File: src/rtl/bin2bcd_pkg.sv
// Shared types and constants for the sequential binary-to-BCD converter.
package bin2bcd_pkg;

  localparam int unsigned BCD_DIGIT_W = 4;

  typedef enum logic [1:0] {
    IDLE  = 2'd0,
    SHIFT = 2'd1,
    DONE  = 2'd2
  } state_e;

  // 10^n evaluated at elaboration; 64 bits covers 10^10 for the widest config.
  function automatic longint unsigned pow10(input int unsigned n);
    longint unsigned r;
    r = 64'd1;
    for (int unsigned i = 0; i < n; i++) begin
      r = r * 64'd10;
    end
    return r;
  endfunction

endpackage

File: src/rtl/bin2bcd_seq_add3.sv
// Single BCD digit adjust step of double-dabble: add 3 when the digit is 5 or more.
module bcd_add3
  import bin2bcd_pkg::*;
(
  input  logic [BCD_DIGIT_W-1:0] d_in,
  output logic [BCD_DIGIT_W-1:0] d_out_c
);

  always_comb begin
    d_out_c = (d_in >= BCD_DIGIT_W'(5)) ? (d_in + BCD_DIGIT_W'(3)) : d_in;
  end

endmodule

File: src/rtl/bin2bcd_seq.sv
// Iterative double-dabble binary-to-BCD converter, one bit per clock, with saturation.
// Define BIN2BCD_SIGNED_EN for two's-complement input and the neg output.
module bin2bcd_seq
  import bin2bcd_pkg::*;
#(
  parameter int unsigned WIDTH  = 14,
  parameter int unsigned DIGITS = 4
) (
  input  logic                          clk,
  input  logic                          rst_n,
  input  logic                          start,
  input  logic [WIDTH-1:0]              bin_in,
  output logic                          busy,
  output logic                          done,
  output logic [BCD_DIGIT_W*DIGITS-1:0] bcd_out,
  output logic                          overflow
`ifdef BIN2BCD_SIGNED_EN
  ,
  output logic                          neg
`endif
);

  localparam int unsigned ACC_W = BCD_DIGIT_W * DIGITS;
  localparam int unsigned CNT_W = $clog2(WIDTH + 1);
  localparam int unsigned SH_W  = ACC_W + WIDTH;
  localparam longint unsigned MAX_MAG = pow10(DIGITS) - 64'd1;
  localparam logic [ACC_W-1:0] SAT_BCD = {DIGITS{4'h9}};

  state_e           state_q, state_d;
  logic [CNT_W-1:0] cnt_q, cnt_d;
  logic [WIDTH-1:0] sr_q, sr_d;
  logic [ACC_W-1:0] acc_q, acc_d;
  logic             ovf_pend_q, ovf_pend_d;
  logic             busy_q, busy_d;
  logic             done_q, done_d;
  logic [ACC_W-1:0] bcd_q, bcd_d;
  logic             ovf_q, ovf_d;
`ifdef BIN2BCD_SIGNED_EN
  logic             neg_pend_q, neg_pend_d;
  logic             neg_q, neg_d;
`endif

  logic [WIDTH-1:0] mag_c;
  logic [ACC_W-1:0] acc_adj_c;
  logic [SH_W-1:0]  shifted_c;
  logic             last_bit_c;

`ifdef BIN2BCD_SIGNED_EN
  always_comb begin
    mag_c = bin_in[WIDTH-1] ? (~bin_in + WIDTH'(1)) : bin_in;
  end
`else
  always_comb begin
    mag_c = bin_in;
  end
`endif

  for (genvar g = 0; g < DIGITS; g++) begin : g_adj
    bcd_add3 u_add3 (
      .d_in   (acc_q[g*BCD_DIGIT_W +: BCD_DIGIT_W]),
      .d_out_c(acc_adj_c[g*BCD_DIGIT_W +: BCD_DIGIT_W])
    );
  end

  // Bits leaving the top digit fall off the end of the shift.
  always_comb begin
    shifted_c  = {acc_adj_c, sr_q} << 1;
    last_bit_c = (cnt_q == CNT_W'(1));
  end

  always_ff @(posedge clk or negedge rst_n) begin
    if (!rst_n) begin
      state_q <= IDLE;
    end else begin
      state_q <= state_d;
    end
  end

  always_comb begin
    state_d = state_q;
    unique case (state_q)
      IDLE:    if (start) state_d = SHIFT;
      SHIFT:   if (last_bit_c) state_d = DONE;
      DONE:    state_d = IDLE;
      default: state_d = IDLE;
    endcase
  end

  // Datapath and registered outputs; results land on the edge entering DONE.
  always_comb begin
    cnt_d      = cnt_q;
    sr_d       = sr_q;
    acc_d      = acc_q;
    ovf_pend_d = ovf_pend_q;
    busy_d     = busy_q;
    done_d     = 1'b0;
    bcd_d      = bcd_q;
    ovf_d      = ovf_q;
`ifdef BIN2BCD_SIGNED_EN
    neg_pend_d = neg_pend_q;
    neg_d      = neg_q;
`endif
    unique case (state_q)
      IDLE: begin
        if (start) begin
          sr_d       = mag_c;
          acc_d      = '0;
          cnt_d      = CNT_W'(WIDTH);
          ovf_pend_d = (64'(mag_c) > MAX_MAG);
          busy_d     = 1'b1;
`ifdef BIN2BCD_SIGNED_EN
          neg_pend_d = bin_in[WIDTH-1];
`endif
        end
      end
      SHIFT: begin
        acc_d = shifted_c[SH_W-1 -: ACC_W];
        sr_d  = shifted_c[WIDTH-1:0];
        cnt_d = cnt_q - CNT_W'(1);
        if (last_bit_c) begin
          done_d = 1'b1;
          bcd_d  = ovf_pend_q ? SAT_BCD : shifted_c[SH_W-1 -: ACC_W];
          ovf_d  = ovf_pend_q;
`ifdef BIN2BCD_SIGNED_EN
          neg_d  = neg_pend_q;
`endif
        end
      end
      DONE: begin
        busy_d = 1'b0;
      end
      default: begin
        busy_d = 1'b0;
      end
    endcase
  end

  always_ff @(posedge clk or negedge rst_n) begin
    if (!rst_n) begin
      cnt_q      <= '0;
      sr_q       <= '0;
      acc_q      <= '0;
      ovf_pend_q <= 1'b0;
      busy_q     <= 1'b0;
      done_q     <= 1'b0;
      bcd_q      <= '0;
      ovf_q      <= 1'b0;
`ifdef BIN2BCD_SIGNED_EN
      neg_pend_q <= 1'b0;
      neg_q      <= 1'b0;
`endif
    end else begin
      cnt_q      <= cnt_d;
      sr_q       <= sr_d;
      acc_q      <= acc_d;
      ovf_pend_q <= ovf_pend_d;
      busy_q     <= busy_d;
      done_q     <= done_d;
      bcd_q      <= bcd_d;
      ovf_q      <= ovf_d;
`ifdef BIN2BCD_SIGNED_EN
      neg_pend_q <= neg_pend_d;
      neg_q      <= neg_d;
`endif
    end
  end

  assign busy     = busy_q;
  assign done     = done_q;
  assign bcd_out  = bcd_q;
  assign overflow = ovf_q;
`ifdef BIN2BCD_SIGNED_EN
  assign neg      = neg_q;
`endif

endmodule

File: config.mk
export PLATFORM = sky130hd
export DESIGN_NAME = bin2bcd_seq
export DESIGN_NICKNAME = d
export VERILOG_FILES = /design/src/rtl/bin2bcd_pkg.sv /design/src/rtl/bin2bcd_seq_add3.sv /design/src/rtl/bin2bcd_seq.sv
export SDC_FILE = /design/constraint.sdc
export NUM_CORES = 1
export LEC_CHECK = 0
export CORE_ASPECT_RATIO = 0.75
export CORE_MARGIN = 1
export CORE_UTILIZATION = 40
export DETAILED_ROUTE_END_ITERATION = 7
export PLACE_DENSITY = 0.68
export SYNTH_ARGS = -nofsm -noshare
export SYNTH_HDL_FRONTEND = slang
export SYNTH_HIERARCHICAL = 1
export SYNTH_SLANG_ARGS = --single-unit
File: constraint.sdc
create_clock -name clk -period 1.4 [get_ports clk]
set_input_delay 0.42 -clock clk [delete_from_list [all_inputs] [get_ports clk]]
set_output_delay 0.42 -clock clk [all_outputs]
set_load 0.005 [all_outputs]
After elaboration in Yosys (flattened, before gate mapping) --
Index checks and enable logic that the tools add are counted. W data, S select, Z words.
Operators by class: $add $sub $neg 5, $mul 0, div/mod/pow operators 0, $lt $le $gt $ge 5, equal/unequal tests 4, shift operators 0, multiplexer cells 18, bitwise operators 1, reduce and logical (&&, ||, !) cells 7
Operators by type and width (count):
- $mux W16 | 2
- $pmux W16 S2 | 1
- $pmux W14 S2 | 1
- $ge A4 B3 Y1 const B | 4
- $mux W4 | 4
- $gt A14 B14 Y1 const B | 1
- $mux W14 | 1
- $add A4 B2 Y4 const B | 3
- $reduce_and A2 Y1 | 5
- $pmux W4 S2 | 1
- $eq A4 B1 Y1 const B | 1
- $mux W2 | 2
- $ne A2 B2 Y1 const B | 2
- $pmux W2 S2 | 1
- $sub A4 B1 Y4 const B | 1
- $add A3 B2 Y3 const B | 1
- $mux W1 | 3
- $mux W3 | 1
- $eq A2 B1 Y1 const B | 1
- $logic_not A2 Y1 | 1
- $pmux W1 S2 | 1
- $reduce_bool A2 Y1 | 1
- $not A1 Y1 | 1
Storage, ports and cells: register bits 56, bits in latches 0, bits in writable memories 0, bits in read-only memories 0, bits of input ports 17, output and inout port bits 19, logic and storage cells 49, memories 0

Depth between registers and ports, before layout --
word-level depth 3, mapped depth 7, gate-level depth less buffers 7

Cells and area by module --
Netlist, hierarchy kept.
Modules (own cells, without submodules):
- bin2bcd_seq | instances 1, cells each 213, area an instance 2449.8 sq um, sequential area each 1401.3 sq um
- bcd_add3 | instances 4, cells each 16, area an instance 101.3 sq um, sequential area each 0.0 sq um

Least setup slack after synthesis --
No wires, ideal clock.
path kind flip-flop to flip-flop, start register cnt_q[1], end register bcd_q[10], in the netlist bcd_out[10], library setup time 125 ps, arrival time 1416 ps, data required time 1275 ps, slack -141 ps, stages on the path, launching flop included 7, buffers on the path 1, period minus slack after synthesis 1541 ps, cells stage by stage dfrtp_1 -> inv_1 -> ha_1 -> nor3b_4 -> nand2_2 -> buf_6 -> mux2_4
Between the ends: cells in the longest elaborated chain, start to end 2
Ends and longest elaborated chain:
- start: declaration | line bin2bcd_seq.sv:30 | logic [CNT_W-1:0] cnt_q, cnt_d;
- start signal: assignment | line bin2bcd_seq.sv:153 | cnt_q <= cnt_d;
- $eq A4 B1 Y1 | line bin2bcd_seq.sv:68 | last_bit_c = (cnt_q == CNT_W'(1));
- $reduce_and A2 Y1 (no source line)
- end signal: assignment | line bin2bcd_seq.sv:146 | bcd_q <= '0;
- end signal: assignment | line bin2bcd_seq.sv:159 | bcd_q <= bcd_d;
- end: declaration | line bin2bcd_seq.sv:36 | logic [ACC_W-1:0] bcd_q, bcd_d;
Every way passes these cells. A chain may end at the register's enable or synchronous reset.

Worst setup path in the final report --
start register acc_q[8], end register bcd_q[10], in the netlist bcd_out[10]
Between the ends: cells in the longest elaborated chain, start to end 3, elaborated cells on any way between the ends 4, classes of those cells add/sub (1); order compare (1); mux (2)
Ends and longest elaborated chain:
- start: declaration | line bin2bcd_seq.sv:32 | logic [ACC_W-1:0] acc_q, acc_d;
- start signal: assignment | line bin2bcd_seq.sv:142 | acc_q <= '0;
- start signal: assignment | line bin2bcd_seq.sv:155 | acc_q <= acc_d;
- $add A4 B2 Y4 / $ge A4 B3 Y1 (equally long branches) | line bin2bcd_seq_add3.sv:10 | d_out_c = (d_in >= BCD_DIGIT_W'(5)) ? (d_in + BCD_DIGIT_W'(3)) : d_in;
- $mux W4 * | line bin2bcd_seq_add3.sv:10
- via acc_adj_c[9] | line bin2bcd_seq.sv:44 | logic [ACC_W-1:0] acc_adj_c;
- $mux W16 * | line bin2bcd_seq.sv:122 | bcd_d = ovf_pend_q ? SAT_BCD : shifted_c[SH_W-1 -: ACC_W];
Mark *: on every way through the listed nets, which the timed path passes. The rest lies on a longest branch.

==> results.sh <==
export IMPL_status="finished, violations left"
export IMPL_violations="negative setup slack"
export IMPL_synth_area_sq_mm=0.00284
export IMPL_cts_sinks=56
export IMPL_root_buffer="clkbuf_8"
export IMPL_worstPathArrival_ps=1780
export IMPL_drive_gt1_share_pct=35.5
export IMPL_critPathKind="flop to flop"
export IMPL_fmax_mhz=631
export IMPL_grt_first_pass_wirelength_um=10200
export IMPL_rows=26
export IMPL_start_util_pct=41.5
export IMPL_grt_pass1_vias=2177
export IMPL_cts_buffers=5
export IMPL_period_share_pct=113
export IMPL_viasPerCell=5.11
export IMPL_cts_tree="done"
export IMPL_timing_setup_tns_ps=-1960
export IMPL_mostFrequentLayoutCell="buf_4"
export IMPL_wl_per_cell_um=14.4
export IMPL_setup_viol=19
export IMPL_slowest_delay_ps=430
export IMPL_vias=2329
export IMPL_ys_warnings_count=6
export IMPL_layout_area_overhead_vs_synth_pct=44.6
export IMPL_layout_setup_ws_ps=-185
export IMPL_slew_headroom_pct=59.2
export IMPL_grt_max_degree=57
export IMPL_wirelength_um=6580
export IMPL_p_per_area_mw_per_mm2=2380
export IMPL_core_area_sq_mm=0.00683
export IMPL_final_cell_mix="67 x buf_4, 55 x dfrtp_1, 22 x a21oi_1, 19 x nor2b_1"
export IMPL_cpLargestDelayFamily="flip-flops"
export IMPL_antenna_found_initial=0
export IMPL_syn_nets=300
export IMPL_peakVddDrop_uv=782
export IMPL_grt_use_total_pct=17.8
export IMPL_drt_initial_drc_count=94
export IMPL_start_kind="flop"
export IMPL_pwr_share_seq_pct=30.7
export IMPL_drt_met1_wl_um=3290
export IMPL_cp_max_fo=4
export IMPL_synthCells=273
export IMPL_hold_violations=0
export IMPL_comb_power_share_pct=60.2
export IMPL_slowest_stage="dfrtp_1"
export IMPL_worst_setup_path_end_kind="flop"
export IMPL_place_congestion=0.735
export IMPL_drc=0
export IMPL_p_leak_nw=1.91
export IMPL_met2_length_um=3070
export IMPL_clk_latency_ps=300
export IMPL_tightest_slew_ps=611
export IMPL_p_switching_mw=3.57
export IMPL_design_die_area_sq_mm=0.00743
export IMPL_port_buffers=35
export IMPL_seqCellArea_sq_mm=0.00140
export IMPL_routed_top_layer="met4"
export IMPL_fill_cells=557
export IMPL_regToRegStartpoint="acc_q[8]$_DFFE_PN0P_"
export IMPL_swShare_pct=36.5
export IMPL_required_ps=1600
export IMPL_min_period_ps=1590
export IMPL_ant_nets=0
export IMPL_first_pass_iters=4
export IMPL_cap_violations=0
export IMPL_dr_wl_met3_um=144
export IMPL_hpwlAfterDp_um=4030
export IMPL_grt_ovfl_total=0
export IMPL_die_width_um=99.2
export IMPL_rsz0062_at_grt="true"
export IMPL_fp_dieH_um=74.9
export IMPL_nets=398
export IMPL_diodes=0
export IMPL_clock_skew_ps=12.6
export IMPL_pwr_share_clk_pct=9.1
export IMPL_multi_input_area_sq_mm=0.00152
export IMPL_htreeDepth=2
export IMPL_io_pins=36
export IMPL_path_buf_inv=1
export IMPL_path_clk_slew_ps=100
export IMPL_drv_slew=0
export IMPL_holdCritPathClass="input port to asynchronous set/reset pin"
export IMPL_p_int_mw=6.19
export IMPL_path_cells="inv_1 -> ha_4 -> nand2b_4 -> a21oi_4 -> mux2i_2 -> nor2b_2 -> mux2_4"
export IMPL_post_place_ws_ps=-314
export IMPL_startpoint="acc_q[8]$_DFFE_PN0P_"
export IMPL_cts_buffer_depth=2
export IMPL_syn_mean_instance_area_sq_um=10.4
final timing paths:
path,end,slack [ps],cells after the start
worst max register to register,bcd_out[10]$_DFFE_PN0P_,-190,7
min in group clk,bcd_out[1]$_DFFE_PN0P_,520,1
worst min-delay path,bcd_out[6]$_DFFE_PN0P_,100,2
worst min register to register,bcd_out[1]$_DFFE_PN0P_,520,1
max in group asynchronous,state_q[1]$_DFFE_PN0P_,1020,2
worst max-delay path,bcd_out[10]$_DFFE_PN0P_,-190,7
metrics by stage:
step	std cells	util [%]	total power, mW	hold slack (ps)	instance area, sq um
floorplan	273	-	5.61	124	2870
global placement	415	52.4	7.38	447	3580
detailed placement	415	52.4	7.50	448	3580
CTS	440	57.1	9.03	101	3900
global route	456	60.0	10.5	101	4100
finish	456	60.0	9.76	99.1	4100
timing repair:
item	CTS	global route
hold endpoints to repair	0	0
hold buffers	0	0
gates cloned	0	1
endpoints found under the setup margin	35	42
gates resized for setup	46	32
pin swaps	9	7
buffers inserted	17	16
final cells by class:
| cell class | count | area share [%] |
|---|---|---|
| repair buffers | 108 | 22.8 |
| clock inverters | 1 | 0.214 |
| inverters | 13 | 1.19 |
| multi-input cells | 187 | 37.2 |
| well taps | 84 | 2.56 |
| clock buffers | 7 | 1.86 |
| flip-flops and latches | 56 | 34.2 |
power groups by stage:
| stage | registers (mW) | clock network, mW | logic (mW) |
|---|---|---|---|
| finish | 3.00 | 0.884 | 5.88 |
| global route | 3.09 | 0.978 | 6.43 |
| CTS | 2.96 | 0.910 | 5.16 |
| detailed placement | 2.98 | 0 | 4.52 |
| global placement | 2.95 | 0 | 4.42 |
| floorplan | 2.85 | 0 | 2.76 |
flip-flops by register name, summed over array words and instances, names as in the netlist:
register    flops
state_q         2
acc_q          16
busy            1
bcd_out        16
cnt_q           4
done            1
overflow        1
sr_q           14
ovf_pend_q      1
layer usage:
layer	vias up	GRT usage, %
met3	6	3.25
li1	1158	-
met2	30	28.5
met5	-	0
met4	0	5.56
met1	1135	25.0
worst register-to-register path: stages, from the launching register on:
cell and delay [ps]:
dfrtp_1 430, inv_1 110, ha_4 160, nand2b_4 70, a21oi_4 180, mux2i_2 100
nor2b_2 160, mux2_4 280
No activity file was read; power rests on OpenSTA's default activity.
==> RTL change (same settings) <==
The option `BIN2BCD_SIGNED_EN` is turned on by a define.
--- a/src/rtl/bin2bcd_seq.sv
+++ b/src/rtl/bin2bcd_seq.sv
@@ -2,2 +2,4 @@
 // Define BIN2BCD_SIGNED_EN for two's-complement input and the neg output.
+`define BIN2BCD_SIGNED_EN
+
 module bin2bcd_seq
Check against the original RTL (old outputs only; new: neg): no difference found for any inputs over 10 cycles, from zero or initial values and one cycle with rst_n low; that may be too few to reach the edited logic, so the function may still have changed.
==> RTL change against the unedited design <==
The flow still finishes with violations (negative setup slack); combinational power shrank 14%; total power shrank 4.5%; routed wire length grew 26%; design area grew 15%; first-iteration DRC count shrank 13%; worst setup slack gained 0.048 ns; synthesized cell count grew 12%; sequential cell count grew 2; area after synthesis grew 4.1%; sequential share of layout area shrank 3.3 points; critical path type unchanged.
==> RTL change: results (changes against the unedited design) <==
- Max stage delay on crit path: 0.45 ns (was 0.43 ns)
- Syn nets: 333 (was 300)
- Clk Latency, worst-skew pair: 0.34 ns (was 0.30 ns)
- Global-route wire length before repair: 12200 µm (was 10200 µm)
- Max transition margin: 0.612 (was 0.592)
- # fillers: 522 (was 557)
- Gr usage total: 0.208 (was 0.178)
- HP Class: reg -> reg (was in -> async)
- Vias in the first global route: 2576 (was 2177)
- Dpl cell area: 3920 µm² (was 3580 µm²)
- Nets: 451 (was 398)
- Leak: 2.16 nW (was 1.91 nW)
- Crit path DAT: 1.81 ns (was 1.78 ns)
- Via count: 2739 (was 2329)
- Status: finished, violations left (unchanged)
- Worst Skew: 0.0133 ns (was 0.0126 ns)
- Largest net degree at the start of global routing: 20 (was 57)
- Total CTS buffers: 9 (was 5)
- Port buffer count: 36 (was 35)
- Final setup viols: 28 (was 19)
- Htree depth: 3 (was 2)
- Post-route setup slack: -0.137 ns (was -0.185 ns)
- Fin util: 0.676 (was 0.600)
- Per-cell routed wire length: 15.8 µm (was 14.4 µm)
- Violated checks: negative setup slack (unchanged)
- Reg clk slew, reported paths: 0.07 ns (was 0.10 ns)
[RTL change: final cells by class]
class,instances,share of cell area
inverters,18,0.0144
well taps,98,0.0260
clock buffers,11,0.0300
repair buffers,121,0.230
multi-input cells,215,0.387
flip-flops and latches,58,0.309
clock inverters,3,0.00372
[RTL change: per-stage QoR]
step,setup WS (ns),setup TNS [ns],cells,power (W)
finish,-0.137,-1.98,524,0.00932
global route,-0.208,-4.13,524,0.00993
CTS,-0.106,-0.332,514,0.00856
detailed placement,-0.696,-16.59,487,0.00649
global placement,-0.624,-15.15,487,0.00636
floorplan,-0.146,-0.460,305,0.00491
[RTL change: timing repair]
action	in CTS	in global routing
hold endpoints to repair	8	0
buffers inserted	12	7
pin swaps	26	32
hold buffers	1	0
cloned	0	4
setup endpoints to repair	62	48
gates resized for setup	110	73
[RTL change: worst register-to-register path: cells and delay by family, from the launching register on]
kind | cells | cell delay (ns)
mux | 1 | 0.32
flops | 1 | 0.45
compound gates | 2 | 0.30
simple gates | 2 | 0.24
fa+ha+maj | 1 | 0.17
[RTL change: final timing paths]
| path | from | cells after the start | end | slack, ns |
|---|---|---|---|---|
| hold reg to reg | bcd_out[8] | 2 | bcd_out[8] | 0.48 |
| max in group asynchronous | rst_n | 3 | busy | 0.44 |
| hold / removal | bcd_out[8] | 2 | bcd_out[8] | 0.48 |
| setup reg to reg | acc_q[4] | 6 | bcd_out[6] | -0.14 |
| setup / recovery | acc_q[4] | 6 | bcd_out[6] | -0.14 |
| min in group asynchronous | rst_n | 2 | acc_q[1] | 0.51 |
[RTL change: power by group]
| part | switching [W] | internal [W] |
|---|---|---|
| Combinational | 0.00228 | 0.00275 |
| Sequential | 0.000625 | 0.00235 |
| Clock | 0.000649 | 0.000664 |
[RTL change: layer usage]
| layer | vias up | global-route usage | share of wire |
|---|---|---|---|
| met5 | - | 0 | 0 |
| met4 | 0 | 0.0623 | 0.0094 |
| met3 | 12 | 0.0642 | 0.049 |
| met2 | 83 | 0.327 | 0.50 |
| met1 | 1341 | 0.275 | 0.44 |
| li1 | 1303 | - | - |
